===== src/rtl/uart_cmd_parser_pkg.sv =====
// Shared constants for the UART host-command framer: FSM encodings, error codes,
// command types and the length-acceptance helper.
package uart_cmd_pkg;

  localparam logic [7:0] DEFAULT_HEAD = 8'h55;

  typedef logic [2:0] state_t;
  localparam state_t ST_IDLE = 3'd0;
  localparam state_t ST_TYPE = 3'd1;
  localparam state_t ST_LEN  = 3'd2;
  localparam state_t ST_DATA = 3'd3;
  localparam state_t ST_DONE = 3'd4;

  localparam logic [1:0] ERR_NONE    = 2'd0;
  localparam logic [1:0] ERR_LEN     = 2'd1;
  localparam logic [1:0] ERR_TIMEOUT = 2'd2;

  localparam logic [7:0] CMD_SET_CHANNEL = 8'h01;
  localparam logic [7:0] CMD_READ_ADC    = 8'h05;

  // A frame must carry at least one and at most max_len payload bytes.
  function automatic logic len_ok(input logic [7:0] len, input int max_len);
    return (len != 8'd0) && (int'(len) <= max_len);
  endfunction

endpackage


===== src/rtl/uart_cmd_parser_timeout.sv =====
// Inter-byte watchdog: counts idle cycles while a frame is open and flags expiry
// in the cycle the count sits at its last value with no byte arriving.
module uart_cmd_timeout #(
  parameter int P_TIMEOUT = 50_000
) (
  input  logic clk,
  input  logic rst_n,
  input  logic enable,
  input  logic clear,
  output logic expire
);

  localparam int W = $clog2(P_TIMEOUT + 1);
  localparam logic [W-1:0] LAST = W'(P_TIMEOUT - 1);

  logic [W-1:0] count;

  // An arriving byte always beats expiry, so clear masks the pulse.
  assign expire = enable && !clear && (count == LAST);

  always_ff @(posedge clk or negedge rst_n) begin
    if (!rst_n) begin
      count <= '0;
    end else if (clear || !enable) begin
      count <= '0;
    end else if (count != LAST) begin
      count <= count + 1'b1;
    end
  end

endmodule


===== src/rtl/uart_cmd_parser.sv =====
// Frames HEAD/TYPE/LENGTH/DATA host commands from the UART receive stream and
// emits one command pulse per good frame or one error pulse per aborted frame.
module uart_cmd_parser
  import uart_cmd_pkg::*;
#(
  parameter logic [7:0] P_HEAD    = DEFAULT_HEAD,
  parameter int         P_MAX_LEN = 4,
  parameter int         P_TIMEOUT = 50_000
) (
  input  logic                   i_clk,
  input  logic                   i_rst_n,
  input  logic [7:0]             i_rx_data,
  input  logic                   i_rx_valid,
  output logic                   o_cmd_valid,
  output logic [7:0]             o_cmd_type,
  output logic [3:0]             o_cmd_len,
  output logic [8*P_MAX_LEN-1:0] o_cmd_data,
  output logic                   o_cmd_err,
  output logic [1:0]             o_err_code,
  output logic                   o_busy
);

  state_t                 state;
  logic [7:0]             type_r;
  logic [3:0]             len_r;
  logic [3:0]             idx;
  logic [8*P_MAX_LEN-1:0] collect;
  logic [8*P_MAX_LEN-1:0] collect_next;
  logic                   head_seen;
  logic                   tmo_enable;
  logic                   tmo_expire;

  assign head_seen  = i_rx_valid && (i_rx_data == P_HEAD);
  assign tmo_enable = (state == ST_TYPE) || (state == ST_LEN) || (state == ST_DATA);
  assign o_busy     = (state != ST_IDLE);

  uart_cmd_timeout #(.P_TIMEOUT(P_TIMEOUT)) u_timeout (
    .clk    (i_clk),
    .rst_n  (i_rst_n),
    .enable (tmo_enable),
    .clear  (i_rx_valid),
    .expire (tmo_expire)
  );

  // Payload with the current byte merged in, so the final byte reaches the
  // output registers in the same edge that closes the frame.
  always_comb begin
    collect_next = collect;
    for (int k = 0; k < P_MAX_LEN; k++) begin
      if (idx == 4'(k)) collect_next[8*k +: 8] = i_rx_data;
    end
  end

  always_ff @(posedge i_clk or negedge i_rst_n) begin
    if (!i_rst_n) begin
      state       <= ST_IDLE;
      type_r      <= '0;
      len_r       <= '0;
      idx         <= '0;
      collect     <= '0;
      o_cmd_valid <= 1'b0;
      o_cmd_type  <= '0;
      o_cmd_len   <= '0;
      o_cmd_data  <= '0;
      o_cmd_err   <= 1'b0;
      o_err_code  <= ERR_NONE;
    end else begin
      o_cmd_valid <= 1'b0;
      o_cmd_err   <= 1'b0;
      if (tmo_expire) begin
        o_cmd_err  <= 1'b1;
        o_err_code <= ERR_TIMEOUT;
        state      <= ST_IDLE;
      end else begin
        case (state)
          // DONE shares IDLE's head check so back-to-back frames are not lost.
          ST_IDLE, ST_DONE: state <= head_seen ? ST_TYPE : ST_IDLE;
          ST_TYPE: begin
            if (i_rx_valid) begin
              type_r <= i_rx_data;
              state  <= ST_LEN;
            end
          end
          ST_LEN: begin
            if (i_rx_valid) begin
              if (len_ok(i_rx_data, P_MAX_LEN)) begin
                len_r   <= i_rx_data[3:0];
                idx     <= '0;
                collect <= '0;
                state   <= ST_DATA;
              end else begin
                o_cmd_err  <= 1'b1;
                o_err_code <= ERR_LEN;
                state      <= ST_IDLE;
              end
            end
          end
          ST_DATA: begin
            if (i_rx_valid) begin
              collect <= collect_next;
              if (idx == len_r - 4'd1) begin
                o_cmd_valid <= 1'b1;
                o_cmd_type  <= type_r;
                o_cmd_len   <= len_r;
                o_cmd_data  <= collect_next;
                state       <= ST_DONE;
              end else begin
                idx <= idx + 4'd1;
              end
            end
          end
          default: state <= ST_IDLE;
        endcase
      end
    end
  end

endmodule


===== config.mk =====
export PLATFORM = sky130hd
export DESIGN_NAME = uart_cmd_parser
export DESIGN_NICKNAME = d
export VERILOG_FILES = /design/src/rtl/uart_cmd_parser_pkg.sv /design/src/rtl/uart_cmd_parser_timeout.sv /design/src/rtl/uart_cmd_parser.sv
export SDC_FILE = /design/constraint.sdc
export NUM_CORES = 1
export LEC_CHECK = 0
export BUFFER_PORTS_ARGS = -buffer_cell sky130_fd_sc_hd__buf_2
export CAP_MARGIN = 0
export CORE_MARGIN = 2
export CORE_UTILIZATION = 40
export DETAILED_ROUTE_END_ITERATION = 10
export PLACE_DENSITY = 0.68
export SYNTH_ARGS = -nofsm -noshare
export SYNTH_HDL_FRONTEND = slang
export SYNTH_SLANG_ARGS = --single-unit

===== constraint.sdc =====
create_clock -name i_clk -period 2.2 [get_ports i_clk]
set_input_delay 0.44 -clock i_clk [delete_from_list [all_inputs] [get_ports i_clk]]
set_output_delay 0.44 -clock i_clk [all_outputs]
set_load 0.005 [all_outputs]

==> results.sh <==
export IMPL_crit_path_start_kind="register"
export IMPL_cts_buffer_depth=2
export IMPL_pwr_share_comb_pct=2.2
export IMPL_core_area_mm2=0.0126
export IMPL_p_int_mw=4.09
export IMPL_cts_tree="done"
export IMPL_setup_viol=0
export IMPL_slew_viol_final=0
export IMPL_antenna_cells=0
export IMPL_seq_area_frac_synth_pct=55.9
export IMPL_die_h_um=117
export IMPL_stdcell_area_mm2=0.00633
export IMPL_min_delay_start="i_rx_data[3]"
export IMPL_maxSlewHeadroom_pct=67.8
export IMPL_grt_pass1_vias=3585
export IMPL_hold_end="collect[3]$_DFFE_PN0P_"
export IMPL_cts_sinks=115
export IMPL_critPathSlowestCell="dfrtp_1"
export IMPL_ff2ff_setup_slack_ns=0.15
export IMPL_crit_cells=8
export IMPL_grt_use_total_pct=17.2
export IMPL_ctsResizeCount=0
export IMPL_crit_family="simple AND/OR/NAND/NOR gates"
export IMPL_p_switching_mw=1.02
export IMPL_fp_dieArea_mm2=0.0138
export IMPL_yosysUniqueCellTypes=46
export IMPL_grt_max_degree=60
export IMPL_cts_root_buf="clkbuf_16"
export IMPL_wirelength_um=11000
export IMPL_globalRouteOverflowTotal=0
export IMPL_nets=525
export IMPL_worstReg2RegEnd="o_cmd_data[21]$_DFFE_PN0P_"
export IMPL_syn_area_mm2=0.00515
export IMPL_synthFlopType="dfrtp_1"
export IMPL_hold_class="primary input to register"
export IMPL_synth_area_per_cell_um2=11.7
export IMPL_ys_warn_count=0
export IMPL_first_iter_violations=163
export IMPL_viasPerCell=5.13
export IMPL_initial_utilization_pct=40.9
export IMPL_clkTransAtPathRegs_ns=0.05
export IMPL_grt_antenna_before_repair=0
export IMPL_seqPwrFrac_pct=41.6
export IMPL_fin_util_pct=50.4
export IMPL_row_count=41
export IMPL_criticalPathCategory="register to register"
export IMPL_ir_drop_mv=0.448
export IMPL_cp_slowest_stage_delay_ns=0.38
export IMPL_worstPathArrival_ns=2.39
export IMPL_firstDrtPassIters=4
export IMPL_vias=3554
export IMPL_synthArstFlopShare_pct=100
export IMPL_grt_pass1_wl_um=18600
export IMPL_boundaryPins=60
export IMPL_regArea_mm2=0.00288
export IMPL_cellPowerDensity_mw_per_mm2=809
export IMPL_multiInputGateArea_mm2=0.00210
export IMPL_path_buf_inv=2
export IMPL_end_kind="register"
export IMPL_syn_inst=439
export IMPL_p_sw_share_pct=20.0
export IMPL_synth_seq_cells=115
export IMPL_fmax_mhz=488
export IMPL_skew_ns=0.00673
export IMPL_post_route_period_util_pct=93.1
export IMPL_drc_errors=0
export IMPL_outcome="completed"
export IMPL_clkPwrFrac_pct=56.3
export IMPL_final_cell_count_no_fill=693
export IMPL_crit_chain="inv_1 > ha_1 > xnor3_1 > nand3_1 > nor3_4 > buf_4 > nor2_1 > a21oi_1"
export IMPL_rsz0062_at_grt="yes"
export IMPL_layout_drive_gt1_share_pct=24.8
export IMPL_placedCellCount=660
export IMPL_fillCellCount=1112
export IMPL_reg2reg_depth=8
export IMPL_hold_viol=0
export IMPL_cts_buffers=17
export IMPL_synth_edf_count=0
export IMPL_die_w_um=117
export IMPL_cp_data_required_time_ns=2.54
export IMPL_gp_congestion=0.792
export IMPL_clk_latency_ns=0.41
export IMPL_ant_nets=0
export IMPL_whs_ns=0.454
export IMPL_worstReg2RegStart="len_r[1]$_DFFE_PN0P_"
export IMPL_crit_fanout=37
export IMPL_wl_per_cell_um=15.9
export IMPL_dpl_cell_area_mm2=0.00570
export IMPL_hold_path_depth=3
export IMPL_hpwl_um=7490
export IMPL_syn_nets=456
export IMPL_cts_setup_buffers=0
export IMPL_htreeDepth=4
export IMPL_cap_violations=0
export IMPL_area_growth_pct=23.0
export IMPL_port_buffers=59
export IMPL_worst_pin_slew_ns=0.480
export IMPL_leakage_nw=3.22
export IMPL_post_route_min_period_ns=2.05
export IMPL_final_setup_tns_ns=0
cell type report:
cell class,count,area share (%)
inverters,5,0.297
flip-flops and latches,115,45.5
clock inverters,10,2.45
repair buffers,80,7.83
well taps,172,3.40
clock buffers,22,7.33
multi-input cells,289,33.2
power by group through the flow:
stage                     Sequential, mW  Combinational, mW  Clock [mW]
final                               2.13              0.111        2.88
after global routing                2.13              0.127        3.04
after CTS                           2.13              0.116        2.93
after detailed placement            2.16              0.114           0
after global placement              2.16              0.112           0
after floorplan                     2.16             0.0322           0
worst max-delay path by stage:
| stage | slack [ns] | start | endpoint |
|---|---|---|---|
| 2_1_floorplan | 0.23 | i_rx_data[3] | collect[20]$_DFFE_PN0P_ |
| 3_5_place_dp | 0.13 | i_rx_data[5] | collect[18]$_DFFE_PN0P_ |
| 3_3_place_gp | 0.17 | i_rx_data[5] | collect[16]$_DFFE_PN0P_ |
| 6_report | 0.15 | len_r[1]$_DFFE_PN0P_ | o_cmd_data[21]$_DFFE_PN0P_ |
| 4_1_cts | 0.14 | len_r[1]$_DFFE_PN0P_ | idx[3]$_DFFE_PN0P_ |
| 5_1_grt | -0.006 | len_r[1]$_DFFE_PN0P_ | o_cmd_data[0]$_DFFE_PN0P_ |
worst min-delay path: cells and delay by family:
| kind | cells | cell delay (ns) |
|---|---|---|
| AO/OA/AOI/OAI | 1 | 0.13 |
| buffers and inverters | 2 | 0.26 |
synth_stat cells, types with 6 or more instances:
master	count	area [µm²]
a22o_1	32	280
dfrtp_1	115	2880
ha_1	6	75.1
nand2_1	11	41.3
xor2_1	10	87.6
buf_2	11	55.1
nand3_1	8	40.0
mux2_1	12	135
mux2i_1	35	350
clkbuf_1	11	41.3
a21oi_1	36	180
xnor2_1	6	52.6
and2_1	9	56.3
mux2_2	12	135
nor2_1	57	214
sequential cells by signal, summed over array words and instances (netlist names), 2 cells and up:
name / flops
o_cmd_type: 8
idx: 4
state: 3
o_cmd_len: 4
collect: 32
o_err_code: 2
len_r: 4
u_timeout.count: 16
type_r: 8
o_cmd_data: 32
cells by family (layout without fill, tap and decap cells):
family | count (synthesis) | in the layout | synth area share, %
and+or+nand+nor | 124 | 124 | 12.5
adders and majority gates | 6 | 6 | 1.46
AOI/OAI and AO/OA | 83 | 83 | 11.6
buffers and inverters | 35 | 117 | 3.33
DFF | 115 | 115 | 55.9
xor gates and xnor gates | 17 | 17 | 3.16
muxes | 59 | 59 | 12.1
metal layers:
metal / GRT usage (%) / up-vias / part of all wire [%] / wire, µm
met5: 0 / - / 0 / 0
met4: 6.55 / 0 / 1.4 / 155
met1: 24.0 / 1774 / 49 / 5380
met3: 5.25 / 16 / 4.3 / 474
li1: - / 1688 / - / -
met2: 25.2 / 76 / 46 / 5030
repair_timing:
action,CTS,global route
hold endpoints to repair,32,0
hold buffers,1,0
setup endpoints to repair,0,1
placed cells by master, fill, tap and decap left out, types with 6 or more instances in the layout:
| cell | count |
|---|---|
| a21oi_1 | 36 |
| a22o_1 | 32 |
| and2_1 | 9 |
| buf_2 | 58 |
| buf_4 | 18 |
| clkbuf_16 | 17 |
| dfrtp_1 | 115 |
| ha_1 | 6 |
| mux2_1 | 12 |
| mux2_2 | 12 |
| mux2i_1 | 35 |
| nand2_1 | 11 |
| nand3_1 | 8 |
| nor2_1 | 57 |
| xnor2_1 | 6 |
| xor2_1 | 10 |
through the flow:
step           power, mW  setup slack, ns
2_1_floorplan       2.19            0.230
3_3_place_gp        2.27            0.173
3_5_place_dp        2.28            0.131
4_1_cts             5.17            0.135
5_1_grt             5.30         -0.00586
6_report            5.12            0.151
Power figures use the tool's default switching activity.
